`config.mk`:
```
export PLATFORM = sky130hd
export DESIGN_NAME = ifetch_ctrl
export DESIGN_NICKNAME = d
export VERILOG_FILES = /design/src/rtl/ifetch_ctrl.sv
export SDC_FILE = /design/constraint.sdc
export NUM_CORES = 1
export LEC_CHECK = 0
export ABC_AREA = 1
export CAP_MARGIN = 20
export CORE_UTILIZATION = 40
export CTS_CLUSTER_DIAMETER = 120
export DETAILED_ROUTE_END_ITERATION = 16
export HOLD_SLACK_MARGIN = 0.06
export PLACE_DENSITY_LB_ADDON = 0.08
export SYNTH_ARGS = -nofsm -noshare
export SYNTH_HDL_FRONTEND = slang
export SYNTH_SLANG_ARGS = --single-unit
```
`constraint.sdc`:
```
create_clock -name clk -period 2.3 [get_ports clk]
set_clock_uncertainty 0.15 [all_clocks]
set_input_delay 0.46 -clock clk [delete_from_list [all_inputs] [get_ports clk]]
set_output_delay 0.46 -clock clk [all_outputs]
set_load 0.02 [all_outputs]
```
`src/rtl/ifetch_ctrl.sv`:
```
// IF-stage fetch controller: issues I-cache word reads, stalls the PC on misses/ID stalls, loads IF/ID.
// Optional macro IFETCH_REPEAT_BUF_EN adds a one-entry buffer that re-serves the last delivered word.
module ifetch_ctrl (
  input  logic        clk,
  input  logic        rst_n,
  input  logic [31:0] pc_i,
  input  logic        flush_i,
  input  logic        id_stall_i,
  output logic        stall_o,
  output logic        mem_read_o,
  output logic [29:0] mem_addr_o,
  input  logic [31:0] mem_rdata_i,
  input  logic        mem_stall_i,
  output logic [31:0] instr_o,
  output logic [31:0] pc_o,
  output logic        instr_valid_o
);

  localparam int unsigned XLEN = 32;
  localparam int unsigned AW   = 30;
  localparam logic [XLEN-1:0] NOP = 32'h0000_0013;

  typedef enum logic [1:0] {IDLE, FETCH, MISS} state_e;

  state_e          state_q, state_d;
  logic [AW-1:0]   addr_q;
  logic            kill_q;
  logic            deliver;
  logic            addr_ld;
  logic            buf_hit;
  logic [AW-1:0]   dlv_addr;
  logic [XLEN-1:0] dlv_data;
  logic            unused_pc;

  assign unused_pc = ^pc_i[1:0];

`ifdef IFETCH_REPEAT_BUF_EN
  logic            buf_valid;
  logic [AW-1:0]   buf_addr;
  logic [XLEN-1:0] buf_data;

  assign buf_hit = buf_valid && (pc_i[31:2] == buf_addr);

  // Last delivered word, reused while the PC is held
  always_ff @(posedge clk or negedge rst_n) begin
    if (!rst_n) begin
      buf_valid <= 1'b0;
      buf_addr  <= '0;
      buf_data  <= '0;
    end else if (deliver) begin
      buf_valid <= 1'b1;
      buf_addr  <= dlv_addr;
      buf_data  <= dlv_data;
    end
  end
`else
  assign buf_hit = 1'b0;
`endif

  always_ff @(posedge clk or negedge rst_n) begin
    if (!rst_n) state_q <= IDLE;
    else        state_q <= state_d;
  end

  // Next state, cache request and delivery decode
  always_comb begin
    state_d    = state_q;
    mem_read_o = 1'b0;
    mem_addr_o = addr_q;
    deliver    = 1'b0;
    addr_ld    = 1'b0;
    dlv_addr   = addr_q;
    dlv_data   = mem_rdata_i;
    unique case (state_q)
      IDLE: state_d = FETCH;
      FETCH: begin
        mem_addr_o = pc_i[31:2];
        dlv_addr   = pc_i[31:2];
        if (buf_hit) begin
          deliver = 1'b1;
`ifdef IFETCH_REPEAT_BUF_EN
          dlv_data = buf_data;
`endif
        end else begin
          mem_read_o = 1'b1;
          if (mem_stall_i) begin
            addr_ld = 1'b1;
            state_d = MISS;
          end else begin
            deliver = 1'b1;
          end
        end
      end
      MISS: begin
        mem_read_o = 1'b1;
        if (!mem_stall_i) begin
          deliver = 1'b1;
          state_d = FETCH;
        end
      end
      default: state_d = IDLE;
    endcase
    stall_o = (state_q == IDLE) | (mem_read_o & mem_stall_i) | id_stall_i;
  end

  // Miss address stays stable for the cache while the miss is outstanding
  always_ff @(posedge clk or negedge rst_n) begin
    if (!rst_n)       addr_q <= '0;
    else if (addr_ld) addr_q <= pc_i[31:2];
  end

  // A flush seen while stalled must turn the eventual word into a bubble
  always_ff @(posedge clk or negedge rst_n) begin
    if (!rst_n)                       kill_q <= 1'b0;
    else if (deliver && !id_stall_i)  kill_q <= 1'b0;
    else if (flush_i && stall_o)      kill_q <= 1'b1;
  end

  always_ff @(posedge clk or negedge rst_n) begin
    if (!rst_n) begin
      instr_o       <= NOP;
      pc_o          <= '0;
      instr_valid_o <= 1'b0;
    end else if (!id_stall_i) begin
      if (deliver) begin
        instr_o       <= dlv_data;
        pc_o          <= {dlv_addr, 2'b00};
        instr_valid_o <= ~(flush_i | kill_q);
      end else if (flush_i) begin
        instr_valid_o <= 1'b0;
      end
    end
  end

endmodule

```
After elaboration in Yosys (flattened, before gate mapping)

Cells that the tools add are included.

Bits in registers: 96
Latch bits: 0
Bits in writable memories: 0
Bits in read-only memories: 0
Output and inout port bits: 97
Memories kept: 0

$add $sub $neg: 0
Multiply operators: 0
Div/mod/pow operators: 0
$lt $le $gt $ge: 0
Equality and inequality tests: 4
Shift operators: 0
Mux-type cells: 13
Bitwise operators: 6
Reductions and logical operators: 10

Operators by type and width:

| cell               | count |
|---|---|
| $mux 30            | 1 |
| $mux 1             | 9 |
| $pmux 2 s3         | 1 |
| $reduce_and 2->1   | 3 |
| $mux 2             | 2 |
| $ne 2x2->1 const B | 2 |
| $reduce_bool 2->1  | 2 |
| $or 1x1->1         | 3 |
| $eq 2x1->1 const B | 1 |
| $eq 2x2->1 const B | 1 |
| $logic_and 1x1->1  | 2 |
| $logic_not 2->1    | 1 |
| $not 1->1          | 2 |
| $reduce_or 2->1    | 1 |
| $and 1x1->1        | 1 |
| $logic_not 1->1    | 1 |

Longest topological paths before layout

Gate-level depths: netlist (run 1).

Depth in word-level cells: 9
Depth in mapped cells: 8

Worst setup path after synthesis (run 1)

Ideal clock, no wire load.

Path kind: reg-to-output
Start point: reg state_q[0]
End point: out stall_o
Arrival: 1.153 ns
Slack: 0.537 ns
Stages on the path, launching flop included: 5
Path buffers: 0
Path through: dfrtp_1 > inv_1 > ha_1 > nand2_1 > nand2_1

Cells in the longest elaborated chain, start to end: 6

Ends and longest elaborated chain:

| item                                     | RTL line | source |
|---|---|---|
| start, declared                          | 25       | `state_e state_q, state_d;` |
| start signal, assigned                   | 62       | `else state_q <= state_d;` |
| $eq 2x2->1 or $eq 2x1->1 (tied branches) | 74       | `unique case (state_q)` |
| $reduce_or 2->1 (no source line) *       | n/a      |  |
| $mux 1 *                                 | n/a      |  |
| net mem_read_o                           | 10       | `output logic mem_read_o,` |
| $and 1x1->1 *                            | 103      | `stall_o = (state_q == IDLE) \| (mem_read_o & mem_stall_i) \| id_stall_i;` |
| $or 1x1->1 * (2 in a row)                | 103      |  |
| end, declared                            | 9        | `output logic stall_o,` |

The timed path passes the listed nets; every way through them passes the cells marked *.

Worst setup path after layout (run 1)

Start point: reg state_q[0]
End point: out mem_addr_o[28]

Cells in the longest elaborated chain, start to end: 2

Ends and longest elaborated chain:

| item          | RTL line | source |
|---|---|---|
| $eq 2x1->1    | 74       |  |
| $mux 30       | 74       |  |
| end, declared | 11       | `output logic [29:0] mem_addr_o,` |

Every way passes these cells.

==> results of run 1 <==
## registers in the layout, indices dropped and copies added, names as in the netlist
register and flops:
pc_o 30, state_q 2, kill_q 1, instr_valid_o 1, instr_o 32, addr_q 30
## logic make-up (layout without fill, tap and decap cells)
group,Yosys count,in the layout
fa+ha+maj,4,4
flops,96,96
buf+inv,35,227
simple gates,391,391
other cells,1,2
compound gates,1,1
## cells in the mapped netlist
library cell | instances | area [sq um]
dfrtp_1 | 93 | 2330
dfstp_2 | 3 | 78.8
buf_2 | 15 | 75.1
nand2_1 | 381 | 1430
nand3_4 | 1 | 17.5
inv_1 | 6 | 22.5
nor2_1 | 6 | 22.5
inv_2 | 3 | 11.3
buf_4 | 8 | 60.1
nor2_4 | 1 | 11.3
a21oi_1 | 1 | 5.00
ha_1 | 4 | 50.1
conb_1 | 1 | 3.75
clkbuf_1 | 3 | 11.3
nand3_1 | 2 | 10.0
## layout make-up
class	instances	share of cell area, %
Clock inverter	6	0.735
Tap cell	133	2.64
Multi-Input combinational cell	398	24.9
Clock buffer	10	2.03
Inverter	9	0.537
Timing Repair Buffer	202	31.0
Sequential cell	96	38.2
## worst max path at each step
stage / to / slack (ns) / cells past startpoint
after floorplan: stall_o / 0.54 / 4
after global placement: mem_addr_o[12] / -0.03 / 4
after detailed placement: mem_addr_o[23] / -0.04 / 4
after CTS: mem_addr_o[8] / 0.001 / 6
after global routing: mem_addr_o[0] / -0.04 / 6
final: mem_addr_o[28] / 0.06 / 6
## layer usage
layer  wire length [um]  part of all wire, %  global-route usage [%]
met2               4840                   46                    33.9
met4                109                  1.0                    6.63
met5                  0                    0                       0
met3                630                  6.0                    3.65
met1               4910                   47                    28.1
## power by group through the flow
stage          combinational (mW)  sequential [mW]  clock [mW]
2_1_floorplan                2.15             3.43           0
3_3_place_gp                 5.42             2.84           0
3_5_place_dp                 5.47             2.86           0
4_1_cts                      5.37             2.84        1.02
5_1_grt                      5.87             2.93        1.08
6_report                     5.35             2.85       0.980
## timing repair
item	in CTS	in global routing
cloned	1	0
hold endpoints to repair	32	0
resized for setup	105	25
setup endpoints to repair	32	32
buffers inserted	0	0
hold buffers	1	0
## critical path, stage by stage, from the launching register on
cell and delay (ns):
dfrtp_1 0.42, ha_4 0.19, inv_2 0.08, bufbuf_16 0.29
nand2_1 0.05, nand2_1 0.10, buf_4 0.15
==> metrics, run 1 <==
Worst Hold End=instr_o[1]; clk_lat worst skew=0.34 ns; first-pass GRT wire length=18200 um; final core utilization=63.5%; Worst-Margin Slew=0.503 ns; most common cell after layout, fill and taps aside=nand2_1; Synth Area in Simple Gates=36.1%; Hold Path Origin=instr_o[1]; synthesized area=4140 sq um; Die Area=10800 sq um; final cell count without fillers=854; Critical path origin=state_q[0]; r2r setup slk=0.34 ns; WS Path Type=reg -> out; Post-Synth Adder-Cell Area=1.21%; Antenna Nets Post-Route=0; initial antenna violation count=0; worst path arrival time=1.63 ns; Flop pwr share=31.0%; xor/xnor cell area share of the yosys netlist=0%; DRT Wirelength=10500 um; GRT overflow=0; sequential fraction of the synthesis area=58.2%; total power=9.18 mW; critical path fanouts, max=15; layout cells sized above 1=13.6%; via count of the routed design=3829; post-route minimum period=2.24 ns; Die W=104 um; average wire per standard cell=12.3 um; Switching Fraction=42.4%; most frequent cells in the layout=nand2_1, clkdlybuf4s50_1, dfrtp_1; Int Pwr=5.29 mW; Crit path required time=1.69 ns; Inst Count DP=836; Final setup viols=0; final instance area=6300 sq um; root buf cell=clkbuf_8; RSZ-0062 raised after global routing=yes; Synth Register Bits=96; Final TNS setup=0 ns; power density over cell area=1460 nW/um^2; std cell rows=36; post-synthesis compound-gate area fraction=0.121%; Vert. Die Dim=104 um; Max Clk Rate=0.446 GHz; VDD IR max=754 uV; DRT iter0 DRCs=186; gp weighted congestion=0.800; port bufs=161; CTS Buffer Depth=2; Pleak=3.34 nW; Gate power share=58.3%; mux share of post-synthesis cell area=0%; vias per inst=4.48; RR Startpoint=state_q[0]; GRT Util Overall=20.8%; Final Net Count=789; largest net degree at the start of global routing=38; Core Area=9910 sq um; # fillers=918; reg2reg end=pc_o[2]; Area Overhead vs Synth=52.2%; worst hold stages=2; outcome=completed; maxcap violations=0; # diodes=0; Setup crit start kind=register; Sink Count=96; R2R cell count=8; Net Switching=3.89 mW; post-route clock period utilization=97.4%; Placed Area=6140 sq um; vias in the first global route=3776; DRC Markers=0; Clk pwr share=10.7%; Pre-antenna DRT Iters=5; CTS tree=yes; I/O pins=166; HPWL Detailed=7340 um; pre-CTS setup slack=-0.0448 ns; register area=2410 sq um; crit end category=primary output; Synth Instances=528; H-tree Lvls=3; main combinational cell family by area after synthesis=simple AND/OR/NAND/NOR gates; Hold Violations, Final=0; Clk pin slew, worst setup/hold paths=0.10 ns; area of the multi-input gates=1570 sq um; starting density of the core=41.7%; Yosys warning count=0; fin. max-slew vios=0; final worst setup slack=0.0590 ns; WHS=0.327 ns; Num CTS Buffers=9; Hold Path Class=reg -> reg; relative max-transition margin=66.5%; Synth cell types=15; Mapped Avg Cell Area=7.83 sq um
Power figures use the tool's default switching activity.
==> inputs of run 2 (changes only) <==
--- a/config.mk
+++ b/config.mk
@@ -12,6 +12,7 @@
 export DETAILED_ROUTE_END_ITERATION = 16
 export HOLD_SLACK_MARGIN = 0.06
 export PLACE_DENSITY_LB_ADDON = 0.08
+export SKIP_LAST_GASP = 1
 export SYNTH_ARGS = -nofsm -noshare
 export SYNTH_HDL_FRONTEND = slang
 export SYNTH_SLANG_ARGS = --single-unit
==> constraint.sdc (replaced) <==
create_clock -name clk -period 2.3 [get_ports clk]
set_clock_uncertainty 0.15 [all_clocks]
set_input_delay 0.46 -clock clk [delete_from_list [all_inputs] [get_ports clk]]
set_output_delay 0.46 -clock clk [all_outputs]
set_load 0.005 [all_outputs]
==> run 2 against run 1 <==
Against the previous run: the flow now finishes with violations (setup timing); via count barely moved; combinational power decreased by 18%; hold slack lost 0.0048 ns; critical path depth stayed put; routed wire length rose by 4.4%; critical endpoint is now mem_addr_o[16]; critical path type unchanged; worst setup slack got worse by 0.20 ns.
==> metrics, run 2 (same netlist as run 1, synthesis figures left out) <==
first-pass GRT wire length=18300 um (was 18200 um); most frequent cells in the layout=nand2_1, clkdlybuf4s50_1, dfrtp_1 (unchanged); final worst setup slack=-0.145 ns (was 0.0590 ns); gp weighted congestion=0.771 (was 0.800); CP bufs+invs=3 (unchanged); layout cells sized above 1=9.26% (was 13.6%); Flop pwr share=33.9% (was 31.0%); RR Startpoint=state_q[0] (unchanged); Switching Fraction=35.3% (was 42.4%); CTS Buffer Depth=2 (unchanged); register area=2410 sq um (unchanged); most common cell after layout, fill and taps aside=nand2_1 (unchanged); total power=8.41 mW (was 9.18 mW); outcome=complete, but fails checks (was completed); crit path max-delay cell type=clkdlybuf4s50_1 (was dfrtp_1); GRT overflow=0 (unchanged); crit path cell chain=ha_4 -> inv_6 -> buf_12 -> nand2_1 -> nand2_1 -> clkdlybuf4s50_1 (was ha_4 -> inv_2 -> bufbuf_16 -> nand2_1 -> nand2_1 -> buf_4); Hold Violations, Final=0 (unchanged); final core utilization=64.6% (was 63.5%); Crit path required time=1.69 ns (about the same); GR Layer Usage met1=28.0% (was 28.1%); VDD IR max=643 uV (was 754 uV); Net Switching=2.97 mW (was 3.89 mW); # diodes=0 (unchanged); Gate power share=52.2% (was 58.3%); R2R cell count=7 (was 8); vias in the first global route=3837 (was 3776); Final setup viols=8 (was 0); met2 Usage GRT=34.4% (was 33.9%); Num CTS Buffers=9 (unchanged); Setup crit start kind=register (unchanged); post-route clock period utilization=106% (was 97.4%); Clk pwr share=13.9% (was 10.7%); vias per inst=4.52 (was 4.48); # fillers=875 (was 918); Hold Path Class=reg -> reg (unchanged); crit end category=primary output (unchanged); critical path fanouts, max=9 (was 15); worst path arrival time=1.83 ns (was 1.63 ns); Worst-Margin Slew=0.554 ns (was 0.503 ns); Top Family by Delay on Critical Path=buffers and inverters (unchanged); Clk pin slew, worst setup/hold paths=0.10 ns (about the same); Vert. Die Dim=104 um (unchanged); std cell rows=36 (unchanged); H-tree Lvls=3 (unchanged); Most Used Layer, Global Route=met2 (unchanged); Antenna Nets Post-Route=0 (unchanged); Max Clk Rate=0.409 GHz (was 0.446 GHz); Top Registers=instr_o: 32 flops, addr_q: 30 flops, pc_o: 30 flops (unchanged); power density over cell area=1310 nW/um^2 (was 1460 nW/um^2); Critical path origin=state_q[0] (unchanged); maxcap violations=0 (unchanged); largest net degree at the start of global routing=64 (was 38); Crit path depth=6 (unchanged); via count of the routed design=3828 (was 3829); HPWL Detailed=7370 um (was 7340 um); relative max-transition margin=63.1% (was 66.5%); starting density of the core=41.7% (unchanged); WS Path Type=reg -> out (unchanged); failing checks=setup timing; root buf cell=clkbuf_8 (unchanged); Die Area=10800 sq um (unchanged); Reg with most FFs=instr_o (unchanged); clk_lat worst skew=0.35 ns (was 0.34 ns); r2r setup slk=0.52 ns (was 0.34 ns); post-route minimum period=2.44 ns (was 2.24 ns); initial antenna violation count=0 (unchanged); Pre-antenna DRT Iters=4 (was 5); area of the multi-input gates=1580 sq um (was 1570 sq um); Sink Count=96 (unchanged); RSZ-0062 raised after global routing=yes (unchanged); DRT Wirelength=11000 um (was 10500 um); met3 Use GR=4.15% (was 3.65%); Int Pwr=5.44 mW (was 5.29 mW); port bufs=161 (unchanged); fin. max-slew vios=0 (unchanged); I/O pins=166 (unchanged); GRT Util Overall=20.9% (was 20.8%); Area Overhead vs Synth=54.8% (was 52.2%); end point of the critical path=mem_addr_o[16] (was mem_addr_o[28]); CP most frequent cell=nand2_1 (unchanged); CTS tree=yes (unchanged); DRC Markers=0 (unchanged); Final Net Count=781 (was 789); reg2reg end=instr_o[8] (was pc_o[2]); Pleak=3.46 nW (was 3.34 nW); DRT iter0 DRCs=135 (was 186); CP peak stage delay=0.51 ns (was 0.42 ns); average wire per standard cell=12.9 um (was 12.3 um); pre-CTS setup slack=0.0682 ns (was -0.0448 ns); Die W=104 um (unchanged); Core Area=9910 sq um (unchanged); max reg flops=32 (unchanged)
-- run 2: changes by cell type in the layout (fill, tap and decap cells not counted), moves of 6 or more --
cell,delta
dlymetal6s2s_1,+12
buf_4,-26
clkdlybuf4s50_1,+7
clkbuf_2,-6
clkdlybuf4s15_2,-7
dlygate4sd2_1,+8
-- run 2: through the flow --
step | hold slack, ns | std cells | instance area, sq um | setup TNS [ns]
2_1_floorplan | 0.0144 | 529 | 4140 | 0
3_3_place_gp | 0.306 | 821 | 6040 | 0
3_5_place_dp | 0.309 | 821 | 6040 | 0
4_1_cts | 0.324 | 840 | 6300 | -3.17
5_1_grt | 0.337 | 846 | 6400 | -1.66
6_report | 0.322 | 846 | 6400 | -0.920
-- run 2: how the worst min path moves through the flow --
stage | end | from | depth (start not counted) | slack (ns)
2_1_floorplan | addr_q[0] | rst_n | 0 | 0.01
3_3_place_gp | instr_o[4] | instr_o[4] | 2 | 0.31
3_5_place_dp | instr_o[1] | instr_o[1] | 2 | 0.31
4_1_cts | instr_o[1] | instr_o[1] | 2 | 0.32
5_1_grt | instr_o[4] | instr_o[4] | 2 | 0.34
6_report | instr_o[0] | instr_o[0] | 2 | 0.32
-- run 2: what timing repair did --
action                     CTS  global route
resized for setup           24            26
setup endpoints to repair   32            24
hold endpoints to repair    34             0
hold buffers                 1             0
gates cloned                 1             1
setup buffers                1             5
-- run 2: power groups by stage --
stage | logic (mW) | registers, mW | clock network (mW)
floorplan | 1.72 | 2.88 | 0
global placement | 4.21 | 2.83 | 0
detailed placement | 4.27 | 2.87 | 0
CTS | 4.31 | 2.85 | 1.21
global route | 4.86 | 2.94 | 1.26
finish | 4.39 | 2.85 | 1.17
-- run 2: tightest hold or removal path, cell delays in order, from the launching register on --
cell and delay [ns]:
dfstp_2 0.38, nand2_1 0.05, nand2_1 0.05
-- run 2: final cells by class --
class                   instances  area share (%)
clock buffers                  11            2.36
well taps                     133            2.60
clock inverters                 5           0.996
repair buffers                194            31.1
inverters                       9           0.645
multi-input cells             398            24.7
flip-flops and latches         96            37.6
-- run 2: metal layers --
| metal | share of wire [%] | wire, um |
|---|---|---|
| met1 | 47 | 5110 |
| met5 | 0 | 0 |
| met2 | 47 | 5110 |
| met3 | 5.5 | 606 |
| met4 | 1.2 | 131 |
==> inputs of run 3 (changes only) <==
--- a/config.mk
+++ b/config.mk
@@ -12,6 +12,7 @@
 export DETAILED_ROUTE_END_ITERATION = 16
 export HOLD_SLACK_MARGIN = 0.06
 export PLACE_DENSITY_LB_ADDON = 0.08
+export SKIP_CTS_REPAIR_TIMING = 1
 export SKIP_LAST_GASP = 1
 export SYNTH_ARGS = -nofsm -noshare
 export SYNTH_HDL_FRONTEND = slang
==> constraint.sdc (replaced) <==
create_clock -name clk -period 2.3 [get_ports clk]
set_clock_uncertainty 0.15 [all_clocks]
set_input_delay 0.69 -clock clk [delete_from_list [all_inputs] [get_ports clk]]
set_output_delay 0.69 -clock clk [all_outputs]
set_load 0.005 [all_outputs]
==> run 3 against run 2 <==
Against the previous run: the run still ends with setup timing left; non-clock buffer count rose by 29; sequential share of layout area fell by 2.5 points; sequential power rose by 1%; power rose by 11%; largest power group unchanged; highest routed layer unchanged; critical path depth rose by 2; critical endpoint is now mem_addr_o[29].
==> metrics, run 3 (same netlist as run 1, synthesis figures left out) <==
outcome=complete, but fails checks (unchanged); failing checks=setup timing (unchanged); Die Area=10800 sq um (unchanged); Final setup viols=32 (was 8); most frequent cells in the layout=nand2_1, clkdlybuf4s50_1, dfrtp_1 (unchanged); I/O pins=166 (unchanged); DRT Wirelength=11200 um (was 11000 um); vias per inst=4.51 (was 4.52); DRC Markers=0 (unchanged); CTS Buffer Depth=2 (unchanged); clk_lat worst skew=0.36 ns (was 0.35 ns); layout cells sized above 1=23.5% (was 9.26%); # diodes=0 (unchanged); DRT iter0 DRCs=169 (was 135); Crit path required time=1.46 ns (was 1.69 ns); power density over cell area=1370 nW/um^2 (was 1310 nW/um^2); WS Path Type=reg -> out (unchanged); Setup crit start kind=register (unchanged); GRT Util Overall=21.2% (was 20.9%); fin. max-slew vios=0 (unchanged); total power=9.37 mW (was 8.41 mW); crit path max-delay cell type=dfrtp_1 (was clkdlybuf4s50_1); Pleak=3.61 nW (was 3.46 nW); post-route minimum period=2.45 ns (was 2.44 ns); Area Overhead vs Synth=65.9% (was 54.8%); # fillers=833 (was 875); first-pass GRT wire length=18400 um (was 18300 um); gp weighted congestion=0.777 (was 0.771); Pre-antenna DRT Iters=4 (unchanged); crit path cell chain=inv_2 -> ha_4 -> inv_8 -> buf_12 -> buf_8 -> nand2_4 -> nand2_4 -> buf_6 (was ha_4 -> inv_6 -> buf_12 -> nand2_1 -> nand2_1 -> clkdlybuf4s50_1); H-tree Lvls=3 (unchanged); largest net degree at the start of global routing=41 (was 64); Most Used Layer, Global Route=met2 (unchanged); vias in the first global route=3878 (was 3837); port bufs=161 (unchanged); Core Area=9910 sq um (unchanged); std cell rows=36 (unchanged); CTS tree=yes (unchanged); final worst setup slack=-0.150 ns (was -0.145 ns); worst path arrival time=1.61 ns (was 1.83 ns); RSZ-0062 raised after global routing=yes (unchanged); average wire per standard cell=12.9 um (about the same); critical path fanouts, max=5 (was 9); Vert. Die Dim=104 um (unchanged); RR Startpoint=state_q[1] (was state_q[0]); CP peak stage delay=0.40 ns (was 0.51 ns); Clk pin slew, worst setup/hold paths=0.09 ns (was 0.10 ns); max reg flops=32 (unchanged); Top Registers=instr_o: 32 flops, addr_q: 30 flops, pc_o: 30 flops (unchanged); post-route clock period utilization=107% (was 106%); met2 Usage GRT=35.0% (was 34.4%); initial antenna violation count=0 (unchanged); Final Net Count=810 (was 781); Die W=104 um (unchanged); most common cell after layout, fill and taps aside=nand2_1 (unchanged); Hold Path Class=in -> async (was reg -> reg); VDD IR max=763 uV (was 643 uV); r2r setup slk=0.59 ns (was 0.52 ns); R2R cell count=11 (was 7); via count of the routed design=3946 (was 3828); Reg with most FFs=instr_o (unchanged); Max Clk Rate=0.408 GHz (was 0.409 GHz); Final TNS setup=-2.37 ns (was -0.920 ns); starting density of the core=41.7% (unchanged); maxcap violations=0 (unchanged); GRT overflow=0 (unchanged); CP most frequent cell=nand2_4 (was nand2_1); Sink Count=96 (unchanged); reg2reg end=pc_o[25] (was instr_o[8]); Num CTS Buffers=9 (unchanged); Antenna Nets Post-Route=0 (unchanged); GR Layer Usage met1=27.4% (was 28.0%); root buf cell=clkbuf_8 (unchanged); Hold Violations, Final=0 (unchanged); met3 Use GR=4.22% (was 4.15%); HPWL Detailed=7560 um (was 7370 um); crit end category=primary output (unchanged)
==> run 3: changes by cell type in the layout (fill, tap and decap cells not counted), moves of 6 or more <==
cell	before	now
clkbuf_2	3	21
buf_12	8	14
dlymetal6s2s_1	12	3
nand2_4	0	17
buf_4	22	39
buf_6	1	13
nand2_2	1	38
dlygate4sd2_1	8	0
clkdlybuf4s50_1	135	128
nand2_1	380	326
==> run 3: routing by layer <==
metal	up-vias	wire (um)
met2	123	5250
met4	0	124
li1	1988	-
met5	-	0
met1	1825	5250
met3	10	619
==> run 3: area by class of cell <==
cell class	instances	area [sq um]	area share (%)
multi-input combinational	398	1800	26.3
inverter	9	43.8	0.638
sequential	96	2410	35.1
clock inverter	2	37.5	0.547
tap	133	166	2.42
timing repair buffer	223	2240	32.6
clock buffer	13	169	2.46
==> run 3: critical path: cells and delay by family, from the launching register on <==
kind | cells | cell delay, ns
fa+ha+maj | 1 | 0.21
flops | 1 | 0.40
simple gates | 2 | 0.11
buf+inv | 5 | 0.51
==> run 3: worst max-delay path by stage <==
stage / start / endpoint
2_1_floorplan: state_q[1] / mem_addr_o[0]
3_3_place_gp: pc_i[28] / mem_addr_o[26]
3_5_place_dp: pc_i[16] / mem_addr_o[14]
4_1_cts: state_q[1] / mem_addr_o[23]
5_1_grt: state_q[1] / mem_addr_o[29]
6_report: state_q[1] / mem_addr_o[29]
==> run 3: per-stage QoR <==
stage | hold slack (ns) | util [%] | std cells | worst slack (ns) | area (sq um)
finish | 0.121 | 69.3 | 874 | -0.150 | 6860
global placement | 0.306 | 62.9 | 841 | -0.391 | 6240
CTS | 0.122 | 65.0 | 856 | -0.552 | 6440
detailed placement | 0.311 | 62.9 | 841 | -0.411 | 6240
floorplan | 0.244 | - | 529 | 0.431 | 4140
global route | 0.139 | 69.3 | 874 | -0.210 | 6860
==> run 3: power breakdown <==
group	switching [mW]	total [mW]	internal, mW
combinational	2.32	5.33	3.01
sequential	0.428	2.89	2.46
clock	0.568	1.16	0.587
